[src/rtl/tt09_um_rishabhrkaushik_serial_sub.sv]
// Bit-serial 8-bit subtractor: uo_out = (A - B) mod 256, computed LSB first,
// one bit per cycle, with busy/done/borrow status on uio_out[6:4].
// A start request is registered for one cycle before the shift begins.
// The datapath therefore spends exactly 8 cycles in SHIFT, and done appears
// in the cycle following the ninth edge after start was sampled.
// Optional zero flag on uio_out[7]: define TT09_SERIAL_SUB_ZERO_FLAG_EN.
module tt09_um_rishabhrkaushik_serial_sub (
   input  logic       clk,
   input  logic       rst_n,
   input  logic       ena,
   input  logic [7:0] ui_in,
   input  logic [7:0] uio_in,
   output logic [7:0] uo_out,
   output logic [7:0] uio_out,
   output logic [7:0] uio_oe
);

   typedef enum logic [1:0] {StIdle, StShift, StDone} state_e;

   state_e      r_state;
   state_e      w_state_next;
   logic [7:0]  r_a;
   logic [7:0]  r_b;
   logic [7:0]  r_wa;
   logic [7:0]  r_wb;
   logic [7:0]  r_res;
   logic [2:0]  r_cnt;
   logic        r_br;
   logic        r_start_pend;

   logic        w_load_a;
   logic        w_load_b;
   logic        w_start;
   logic        w_start_ok;
   logic        w_busy;
   logic        w_done;
   logic        w_zero;
   logic        w_d;
   logic        w_br_next;
   logic [4:0]  w_unused_bits;

   assign w_load_a      = uio_in[0];
   assign w_load_b      = uio_in[1];
   assign w_start       = uio_in[2];
   assign w_unused_bits = uio_in[7:3];

   // A start sampled together with a load strobe is dropped; the load wins.
   assign w_start_ok = (r_state == StIdle) && w_start && !w_load_a && !w_load_b;

   // Full-subtractor bit on the LSBs of the working copies.
   assign w_d       = r_wa[0] ^ r_wb[0] ^ r_br;
   assign w_br_next = (~r_wa[0] & r_wb[0]) | (~(r_wa[0] ^ r_wb[0]) & r_br);

   // Next-state and status decode.
   always_comb begin
      w_state_next = r_state;
      w_busy       = 1'b0;
      w_done       = 1'b0;
      unique case (r_state)
         StIdle: begin
            if (r_start_pend) w_state_next = StShift;
         end
         StShift: begin
            w_busy = 1'b1;
            if (r_cnt == 3'd7) w_state_next = StDone;
         end
         StDone: begin
            w_done       = 1'b1;
            w_state_next = StIdle;
         end
         default: w_state_next = StIdle;
      endcase
   end

   // State, operands, working copies and result; everything freezes while ena is low.
   always_ff @(posedge clk or negedge rst_n) begin
      if (!rst_n) begin
         r_state      <= StIdle;
         r_a          <= 8'd0;
         r_b          <= 8'd0;
         r_wa         <= 8'd0;
         r_wb         <= 8'd0;
         r_res        <= 8'd0;
         r_cnt        <= 3'd0;
         r_br         <= 1'b0;
         r_start_pend <= 1'b0;
      end else if (ena) begin
         r_state      <= w_state_next;
         r_start_pend <= w_start_ok && !r_start_pend;
         unique case (r_state)
            StIdle: begin
               if (w_load_a) r_a <= ui_in;
               if (w_load_b) r_b <= ui_in;
               // Shift starts from the stored operands so A and B survive the operation.
               if (r_start_pend) begin
                  r_wa  <= r_a;
                  r_wb  <= r_b;
                  r_cnt <= 3'd0;
                  r_br  <= 1'b0;
               end
            end
            StShift: begin
               r_res <= {w_d, r_res[7:1]};
               r_wa  <= {1'b0, r_wa[7:1]};
               r_wb  <= {1'b0, r_wb[7:1]};
               r_br  <= w_br_next;
               r_cnt <= r_cnt + 3'd1;
            end
            default: ;
         endcase
      end
   end

`ifdef TT09_SERIAL_SUB_ZERO_FLAG_EN
   logic r_valid;

   // Remembers that at least one operation has completed since reset.
   always_ff @(posedge clk or negedge rst_n) begin
      if (!rst_n) begin
         r_valid <= 1'b0;
      end else if (ena && (r_state == StShift) && (r_cnt == 3'd7)) begin
         r_valid <= 1'b1;
      end
   end

   assign w_zero = r_valid && ((r_state == StDone) || (r_state == StIdle)) && (r_res == 8'd0);
`else
   assign w_zero = 1'b0;
`endif

   assign uo_out  = r_res;
   assign uio_out = {w_zero, r_br, w_done, w_busy, 4'b0000};
   assign uio_oe  = 8'hF0;

endmodule

[config.mk]
export PLATFORM = sky130hd
export DESIGN_NAME = tt09_um_rishabhrkaushik_serial_sub
export DESIGN_NICKNAME = d
export VERILOG_FILES = /design/src/rtl/tt09_um_rishabhrkaushik_serial_sub.sv
export SDC_FILE = /design/constraint.sdc
export NUM_CORES = 1
export LEC_CHECK = 0
export BUFFER_PORTS_ARGS = -buffer_cell sky130_fd_sc_hd__buf_2
export CORE_UTILIZATION = 59
export CTS_CLUSTER_SIZE = 25
export DETAILED_ROUTE_END_ITERATION = 10
export HOLD_SLACK_MARGIN = 0.15
export PLACE_DENSITY_LB_ADDON = 0.3
export SYNTH_ARGS = -nofsm -noshare
export SYNTH_HDL_FRONTEND = slang
export SYNTH_SLANG_ARGS = --single-unit
[constraint.sdc]
create_clock -name clk -period 2.1 [get_ports clk]
set_input_delay 0.105 -clock clk [delete_from_list [all_inputs] [get_ports clk]]
set_output_delay 0.105 -clock clk [all_outputs]
set_load 0.02 [all_outputs]
==> flow_metrics.env, run 1 <==
export IMPL_fillers=283
export IMPL_worst_path_buf_inv=3
export IMPL_cts_buffers=5
export IMPL_synth_ff_latch_count=47
export IMPL_yosys_top_cells_area="dfrtp_1 52%, mux2_2 21%, buf_4 5.3%, mux2_4 4.7%, buf_6 3.0%"
export IMPL_synth_top_cell_by_area="dfrtp_1"
export IMPL_grt_setup_unrepaired="false"
export IMPL_cts_resized=0
export IMPL_fp_dieW_um=63.8
export IMPL_grt_overflow_total=0
export IMPL_grt_pass1_wl_mm=5.80
export IMPL_grt_max_degree=22
export IMPL_max_freq_mhz=583
export IMPL_firstDrtPassIters=3
export IMPL_synthFlopType="dfrtp_1"
export IMPL_ctsLongestPathBuffers=2
export IMPL_max_stage_delay_ps=520
export IMPL_hold_viol=0
export IMPL_grt_pass1_vias=1245
export IMPL_via_per_inst=5.14
export IMPL_power_density_mw_per_mm2=1410
export IMPL_syn_inst=159
export IMPL_cts_max_level=2
export IMPL_min_path_cells=4
export IMPL_status="finished, final reports clean"
export IMPL_cp_num_cells=6
export IMPL_dp_slack_ps=409
export IMPL_cpMaxStageDelayCell="dlygate4sd3_1"
export IMPL_gp_congestion=0.705
export IMPL_startpoint_type="input pin"
export IMPL_synth_common_cells="47 x dfrtp_1, 42 x mux2_2, 16 x buf_4, 7 x mux2_4"
export IMPL_syn_to_final_growth_pct=11.9
export IMPL_path_delay_family="buffers and inverters"
export IMPL_path_cells="dlygate4sd3_1 > buf_2 > nor2b_4 > o21a_1 > buf_12 > mux2_2"
export IMPL_antenna_found_initial=0
export IMPL_rows=22
export IMPL_cts_tree="built"
export IMPL_path_clk_slew_ps=90
export IMPL_antenna_cells=0
export IMPL_synth_seq_area_share=0.522
export IMPL_grt_usage=0.196
export IMPL_cp_arrival_ps=1900
export IMPL_ys_warn_count=0
export IMPL_critical_path_class="in -> reg"
export IMPL_netlist_area_leader_share=0.522
export IMPL_chipHeight_um=63.8
export IMPL_critical_path_required_ps=2280
export IMPL_wl_per_cell_um=14.4
export IMPL_vias=1249
export IMPL_drtIter0Drc=42
export IMPL_endpoint_kind="flop"
export IMPL_die_area_mm2=0.00407
export IMPL_setup_tns_ps=0
export IMPL_maxCapViolations=0
export IMPL_clock_latency_ps=300
export IMPL_synth_most_common_cell="dfrtp_1"
export IMPL_totalWireLength_mm=3.50
export IMPL_fin_crit_sh=0.816
export IMPL_hold_path_class="in -> reg"
export IMPL_core_area_mm2=0.00366
export IMPL_critPathMaxFanout=12
export IMPL_cts_sinks=47
export IMPL_dpl_hpwl_mm=2.60
export IMPL_netlist_area_mm2=0.00225
export IMPL_r2r_worst_path_cells=3
export IMPL_fin_nets=216
export IMPL_initial_core_util=0.615
export IMPL_setup_viol=0
export IMPL_synth_edf_count=0
export IMPL_drtAntennaViolNets=0
export IMPL_synth_distinct_cells=24
export IMPL_fin_crit_ps=1710
export IMPL_power_leakage_uw=0.00119
export IMPL_syn_area_per_cell_um2=14.2
export IMPL_drv_slew=0
export IMPL_io_pins=43
export IMPL_setup_slack_ps=386
export IMPL_portBuffers=24
export IMPL_drive_gt1_frac=0.446
export IMPL_post_cts_buffers=0
export IMPL_dp_cells=223
export IMPL_clockRootBuffer="clkbuf_8"
export IMPL_ir_worst_vdd_mv=0.859
export IMPL_drc=0
export IMPL_fin_skew_ps=6.69
export IMPL_finalNonFillerCells=243
export IMPL_async_flop_share=1.00
==> through the flow <==
stage / util / total power, µW / hold WS [ps] / cell area [µm²]
global route: 0.689 / 3790 / 231 / 2520
finish: 0.689 / 3560 / 202 / 2520
global placement: 0.631 / 2940 / 8.37 / 2310
floorplan: - / 2770 / -191 / 2290
CTS: 0.689 / 3610 / 202 / 2520
detailed placement: 0.631 / 3040 / 23.9 / 2310
==> power by group <==
part           total [µW]  switching (µW)  internal, µW
logic                1420             603           816
clock network         541             303           238
registers            1600             260          1340
total                3560            1170          2390
==> layout make-up <==
type / instances / area [µm²] / share of cell area
clock buffer: 5 / 68.8 / 0.0273
clock inverter: 3 / 23.8 / 0.00943
inverter: 6 / 22.5 / 0.00893
multi-input combinational: 94 / 887 / 0.352
sequential: 47 / 1180 / 0.467
tap: 48 / 60.1 / 0.0238
timing repair buffer: 40 / 283 / 0.112
==> timing repair <==
item / 4_1_cts / 5_1_grt
setup endpoints to repair: 0 / 0
hold buffers: 12 / 0
hold endpoints to repair: 65 / 0
==> layer usage <==
metal	wire length [µm]	GRT usage	part of all wire	vias up
li1	-	-	-	586
met1	1460	0.235	0.42	633
met2	1900	0.346	0.54	26
met3	105	0.0429	0.030	4
met4	38	0.0682	0.011	0
met5	0	0	0	-
==> registers in the layout, summed over array words and instances, names as in the netlist <==
register      flops
r_start_pend      1
r_a               8
r_state           2
uo_out            8
r_wb              8
r_b               8
r_br              1
r_wa              8
r_cnt             3
==> final timing paths <==
check,startpoint,to,slack (ps)
worst max-delay path,ena,r_wb[4],390
worst min-delay path,uio_in[2],r_start_pend,200
worst max register to register,r_state[0],r_a[2],400
worst min register to register,r_cnt[0],r_cnt[0],500
max in group asynchronous,rst_n,r_cnt[0],1300
min in group asynchronous,rst_n,r_state[1],220
==> cells in the final DEF (no fill, tap or decap) <==
cell,synthesis,final
a22o_1,3,3
buf_12,1,1
clkinvlp_4,0,2
nand2_1,3,3
ha_1,2,2
conb_1,2,13
inv_1,6,6
nor4b_1,1,1
inv_6,0,1
nand3b_4,1,1
nor2_1,2,2
and3_1,2,2
nor2b_4,1,1
dlygate4sd3_1,0,12
nand2b_1,1,1
mux2_2,42,42
o21ai_0,5,5
nand3_1,2,2
buf_4,16,3
a32o_1,1,1
clkbuf_8,0,5
mux2i_1,5,5
buf_2,0,24
dfrtp_1,47,47
and2_1,1,1
o21a_1,1,1
mux2_4,7,7
fa_1,1,1
==> tightest hold or removal path, stage by stage <==
cell and delay [ps]:
buf_2 90, nor4b_1 130, nand3_1 60, o21ai_0 70
==> logic make-up after synthesis <==
kind of cell | count (synthesis) | share of synthesized area
multiplexers | 54 | 0.279
other | 2 | 0.00333
buffers and inverters | 29 | 0.102
AND/OR/NAND/NOR | 14 | 0.0428
AO/OA/AOI/OAI | 10 | 0.0306
adder cells (fa/ha/maj) | 3 | 0.0200
flip-flops | 47 | 0.522
No activity file was read; power rests on OpenSTA's default activity.
==> run 2, diff against run 1 <==
--- a/config.mk
+++ b/config.mk
@@ -6,7 +6,7 @@
 export NUM_CORES = 1
 export LEC_CHECK = 0
 export BUFFER_PORTS_ARGS = -buffer_cell sky130_fd_sc_hd__buf_2
-export CORE_UTILIZATION = 59
+export CORE_UTILIZATION = 49
 export CTS_CLUSTER_SIZE = 25
 export DETAILED_ROUTE_END_ITERATION = 10
 export HOLD_SLACK_MARGIN = 0.15
==> constraint.sdc (replaced) <==
create_clock -name clk -period 1.5 [get_ports clk]
set_input_delay 0.075 -clock clk [delete_from_list [all_inputs] [get_ports clk]]
set_output_delay 0.075 -clock clk [all_outputs]
set_load 0.02 [all_outputs]
==> run 2 against run 1 <==
Effect of this change: the flow now finishes with violations (negative setup slack); clock power increased by 33%; sequential share of layout area fell by 0.83 points; utilization shrank 10 points; setup slack got worse by 390 ps; critical path type is now reg -> reg.
==> flow_metrics.env, run 2 (synthesis gave the netlist of run 1 again) <==
export IMPL_status="finished with violations"
export IMPL_violations="negative setup slack"
export IMPL_chipHeight_um=69.8
export IMPL_fin_nets=218
export IMPL_min_delay_start="ena"
export IMPL_cp_num_cells=4
export IMPL_fillers=355
export IMPL_core_area_mm2=0.00438
export IMPL_via_per_inst=5.07
export IMPL_endpoint_kind="flop"
export IMPL_startpoint="r_state[0]"
export IMPL_cp_arrival_ps=1690
export IMPL_worst_path_buf_inv=1
export IMPL_initial_core_util=0.514
export IMPL_totalWireLength_mm=3.71
export IMPL_cts_max_level=2
export IMPL_drc=0
export IMPL_max_stage_delay_ps=470
export IMPL_power_leakage_uw=0.00121
export IMPL_critical_path_required_ps=1690
export IMPL_post_dp_cell_area_mm2=0.00237
export IMPL_rows=24
export IMPL_whs_endpoint="r_start_pend"
export IMPL_utilization=0.587
export IMPL_antenna_cells=0
export IMPL_grt_setup_unrepaired="true"
export IMPL_portBuffers=24
export IMPL_startpoint_type="flop"
export IMPL_antenna_found_initial=0
export IMPL_max_freq_mhz=666
export IMPL_grt_max_degree=27
export IMPL_grt_overflow_total=0
export IMPL_setup_slack_ps=-2.08
export IMPL_path_cells="nor2_2 > and3_1 > buf_12 > mux2_2"
export IMPL_post_cts_buffers=0
export IMPL_hold_viol=0
export IMPL_fin_skew_ps=8.49
export IMPL_critPathMaxFanout=8
export IMPL_wl_per_cell_um=14.9
export IMPL_whs_ps=163
export IMPL_drv_slew=0
export IMPL_drtIter0Drc=28
export IMPL_fp_dieW_um=69.8
export IMPL_layout_common_cells="45 x dfrtp_1, 42 x mux2_2, 24 x buf_2, 13 x conb_1, 12 x dlygate4sd3_1"
export IMPL_drtAntennaViolNets=0
export IMPL_grt_pass1_vias=1331
export IMPL_totalPowerFinal_uw=5000
export IMPL_dp_slack_ps=-36.6
export IMPL_firstDrtPassIters=4
export IMPL_vias=1262
export IMPL_die_area_mm2=0.00487
export IMPL_ctsLongestPathBuffers=2
export IMPL_ir_worst_vdd_mv=0.802
export IMPL_reg2reg_slack_ps=-2
export IMPL_grt_pass1_wl_mm=6.31
export IMPL_syn_to_final_growth_pct=14.2
export IMPL_min_path_cells=3
export IMPL_rr_startpoint="r_state[0]"
export IMPL_cpMaxStageDelayCell="dfrtp_2"
export IMPL_cts_buffers=5
export IMPL_drive_gt1_frac=0.457
export IMPL_cts_sinks=47
export IMPL_clock_latency_ps=300
export IMPL_worst_slew_pin_slew_ps=504
export IMPL_fin_crit_sh=1.00
export IMPL_hold_path_class="in -> reg"
export IMPL_fin_area_mm2=0.00257
export IMPL_path_clk_slew_ps=80
export IMPL_path_delay_family="flip-flops"
export IMPL_io_pins=43
export IMPL_gp_congestion=0.781
export IMPL_maxCapViolations=0
export IMPL_critical_path_class="reg -> reg"
export IMPL_r2r_end="r_b[0]"
export IMPL_r2r_worst_path_cells=4
export IMPL_clockRootBuffer="clkbuf_8"
export IMPL_grt_usage=0.169
export IMPL_setup_viol=1
export IMPL_final_common_cell="dfrtp_1"
export IMPL_dpl_hpwl_mm=2.58
export IMPL_cts_tree="built"
export IMPL_fin_crit_ps=1500
export IMPL_power_density_mw_per_mm2=1950
export IMPL_slew_headroom=0.664
-- run 2: changes by cell type in the layout (fill, tap and decap cells not counted), sizes merged --
| cell | delta |
|---|---|
| buf | +2 |
| clkbuf | +2 |
| clkinv | +1 |
| clkinvlp | -2 |
| inv | -1 |
-- run 2: power by group --
group	total (µW)	leakage (µW)	internal, µW	switching, µW
logic	2060	0.000603	1200	855
clock network	719	0.0000422	327	392
registers	2230	0.000569	1880	351
total	5000	0.00121	3410	1600
-- run 2: worst max path at each step --
stage,endpoint,slack [ps]
5_1_grt,r_a[2],-30
3_3_place_gp,r_b[3],60
6_report,r_b[0],-2
2_1_floorplan,r_wa[3],150
3_5_place_dp,r_b[0],-40
4_1_cts,uio_out[4],0.5
-- run 2: cell type report --
class / count / area, µm² / share of cell area
Multi-Input combinational cell: 94 / 890 / 0.346
Clock buffer: 7 / 76.3 / 0.0297
Sequential cell: 47 / 1180 / 0.458
Tap cell: 52 / 65.1 / 0.0253
Clock inverter: 1 / 5.00 / 0.00195
Timing Repair Buffer: 42 / 335 / 0.130
Inverter: 6 / 22.5 / 0.00875
-- run 2: layer usage --
metal,up-vias,GRT usage,wire length [µm]
met5,-,0,0
met4,0,0.0889,59
met3,8,0.0363,134
met2,29,0.284,1920
met1,636,0.203,1600
li1,589,-,-
-- run 2: stage by stage --
| stage | TNS [ps] | cells |
|---|---|---|
| floorplan | 0 | 170 |
| global placement | 0 | 229 |
| detailed placement | -336 | 229 |
| CTS | 0 | 249 |
| global route | -354 | 249 |
| finish | -2.08 | 249 |
-- run 2: timing repair --
item	in CTS	in global routing
endpoints found under the setup margin	15	23
hold buffers	12	0
hold endpoints to repair	65	0
pin swaps	0	0
gates resized for setup	1	2
-- run 2: worst register-to-register path: cells and delay by family (launching register included) --
| kind | cells | cell delay [ps] |
|---|---|---|
| buffers and inverters | 1 | 140 |
| flip-flops | 1 | 470 |
| multiplexers | 1 | 350 |
| AND/OR/NAND/NOR | 2 | 440 |
==> run 3, diff against run 2 <==
==> constraint.sdc (replaced) <==
create_clock -name clk -period 1.5 [get_ports clk]
set_input_delay 0.075 -clock clk [delete_from_list [all_inputs] [get_ports clk]]
set_output_delay 0.075 -clock clk [all_outputs]
set_load 0.005 [all_outputs]
==> run 3 against run 2 <==
Effect of this change: fmax up 2.7%; the run now ends clean; largest cell class unchanged; sequential cell count unchanged; critical path type unchanged; highest routed layer unchanged; via count unchanged.
==> flow_metrics.env, run 3 (synthesis gave the netlist of run 1 again) <==
export IMPL_post_cts_buffers=0
export IMPL_met3WireLength_um=134
export IMPL_drtAntennaViolNets=0
export IMPL_fin_nets=218
export IMPL_power_density_mw_per_mm2=1880
export IMPL_drv_slew=0
export IMPL_dp_cells=229
export IMPL_cts_buffers=5
export IMPL_drtIter0Drc=28
export IMPL_cts_sinks=47
export IMPL_syn_to_final_growth_pct=14.4
export IMPL_ctsLongestPathBuffers=2
export IMPL_firstDrtPassIters=4
export IMPL_critical_path_class="reg -> reg"
export IMPL_io_pins=43
export IMPL_max_stage_delay_ps=470
export IMPL_layout_common_cells="45 x dfrtp_1, 42 x mux2_2, 24 x buf_2, 13 x conb_1, 12 x dlygate4sd3_1"
export IMPL_gp_congestion=0.781
export IMPL_top_layer="met4"
export IMPL_finalNonFillerCells=249
export IMPL_fin_crit_sh=0.975
export IMPL_critical_path_required_ps=1690
export IMPL_via_per_inst=5.07
export IMPL_wl_per_cell_um=14.9
export IMPL_endpoint_kind="flop"
export IMPL_die_area_mm2=0.00487
export IMPL_min_delay_start="ena"
export IMPL_ir_worst_vdd_mv=0.799
export IMPL_core_area_mm2=0.00438
export IMPL_hold_viol=0
export IMPL_cts_max_level=2
export IMPL_path_clk_slew_ps=80
export IMPL_worst_slew_pin_slew_ps=504
export IMPL_grt_max_degree=27
export IMPL_antenna_cells=0
export IMPL_grt_pass1_vias=1331
export IMPL_grt_overflow_total=0
export IMPL_cp_arrival_ps=1650
export IMPL_chipHeight_um=69.8
export IMPL_dr_wl_met2_mm=1.92
export IMPL_rows=24
export IMPL_utilization=0.588
export IMPL_max_freq_mhz=684
export IMPL_drt_met1_wl_mm=1.60
export IMPL_startpoint="r_state[0]"
export IMPL_reg2reg_slack_ps=40
export IMPL_status="finished, final reports clean"
export IMPL_final_common_cell="dfrtp_1"
export IMPL_drive_gt1_frac=0.457
export IMPL_fin_crit_ps=1460
export IMPL_slew_headroom=0.664
export IMPL_grt_pass1_wl_mm=6.31
export IMPL_maxCapViolations=0
export IMPL_grt_setup_unrepaired="false"
export IMPL_clock_latency_ps=300
export IMPL_path_cells="nor2_4 > and3_1 > buf_12 > mux2_2"
export IMPL_whs_ps=163
export IMPL_setup_viol=0
export IMPL_fp_dieW_um=69.8
export IMPL_portBuffers=24
export IMPL_grt_usage=0.169
export IMPL_hold_path_class="in -> reg"
export IMPL_antenna_found_initial=0
export IMPL_startpoint_type="flop"
export IMPL_critPathMaxFanout=8
export IMPL_initial_core_util=0.514
export IMPL_clockRootBuffer="clkbuf_8"
export IMPL_cpMaxStageDelayCell="dfrtp_2"
export IMPL_dpl_hpwl_mm=2.58
export IMPL_fin_skew_ps=8.48
export IMPL_totalWireLength_mm=3.71
export IMPL_cts_tree="built"
export IMPL_power_leakage_uw=0.00122
export IMPL_rr_startpoint="r_state[0]"
export IMPL_vias=1262
export IMPL_drc=0
[run 3: stage by stage]
step                      setup TNS [ps]  total power, µW  setup slack [ps]  area (µm²)
after floorplan                        0             3720               147        2290
after global placement                 0             4000              63.4        2370
after detailed placement            -336             4140             -36.6        2370
after CTS                              0             4900              3.23        2570
after global routing                   0             5200              8.64        2580
final                                  0             4850              37.7        2580
[run 3: layout make-up]
cell class / count / area, µm²
fill: 354 / 1810
tap: 52 / 65.1
clock inverter: 1 / 5.00
sequential: 47 / 1180
timing repair buffer: 42 / 335
inverter: 6 / 22.5
clock buffer: 7 / 76.3
multi-input combinational: 94 / 895
[run 3: repair_timing]
item	CTS	global route
setup endpoints to repair	15	23
hold buffers	12	0
gates resized for setup	1	3
hold endpoints to repair	65	0
[run 3: power by group]
| part | internal (µW) | switching, µW |
|---|---|---|
| combinational | 1210 | 690 |
| clock | 327 | 392 |
| sequential | 1880 | 356 |
| total | 3410 | 1440 |
[run 3: path summary, 6_finish.rpt]
check	endpoint	cells past startpoint
max in group asynchronous	r_state[0]	3
min	r_start_pend	3
max	r_b[0]	4
min in group asynchronous	uo_out[0]	2
max reg2reg	r_b[0]	4
min reg2reg	r_cnt[0]	1
[run 3: metal layers]
layer,vias to the layer above,GRT usage
li1,589,-
met1,636,0.203
met2,29,0.284
met3,8,0.0363
met4,0,0.0889
met5,-,0
[run 3: critical path: cells and delay by family, from the launching register on]
kind | cells | cell delay, ps
multiplexers | 1 | 340
buffers and inverters | 1 | 140
AND/OR/NAND/NOR | 2 | 390
flip-flops | 1 | 470
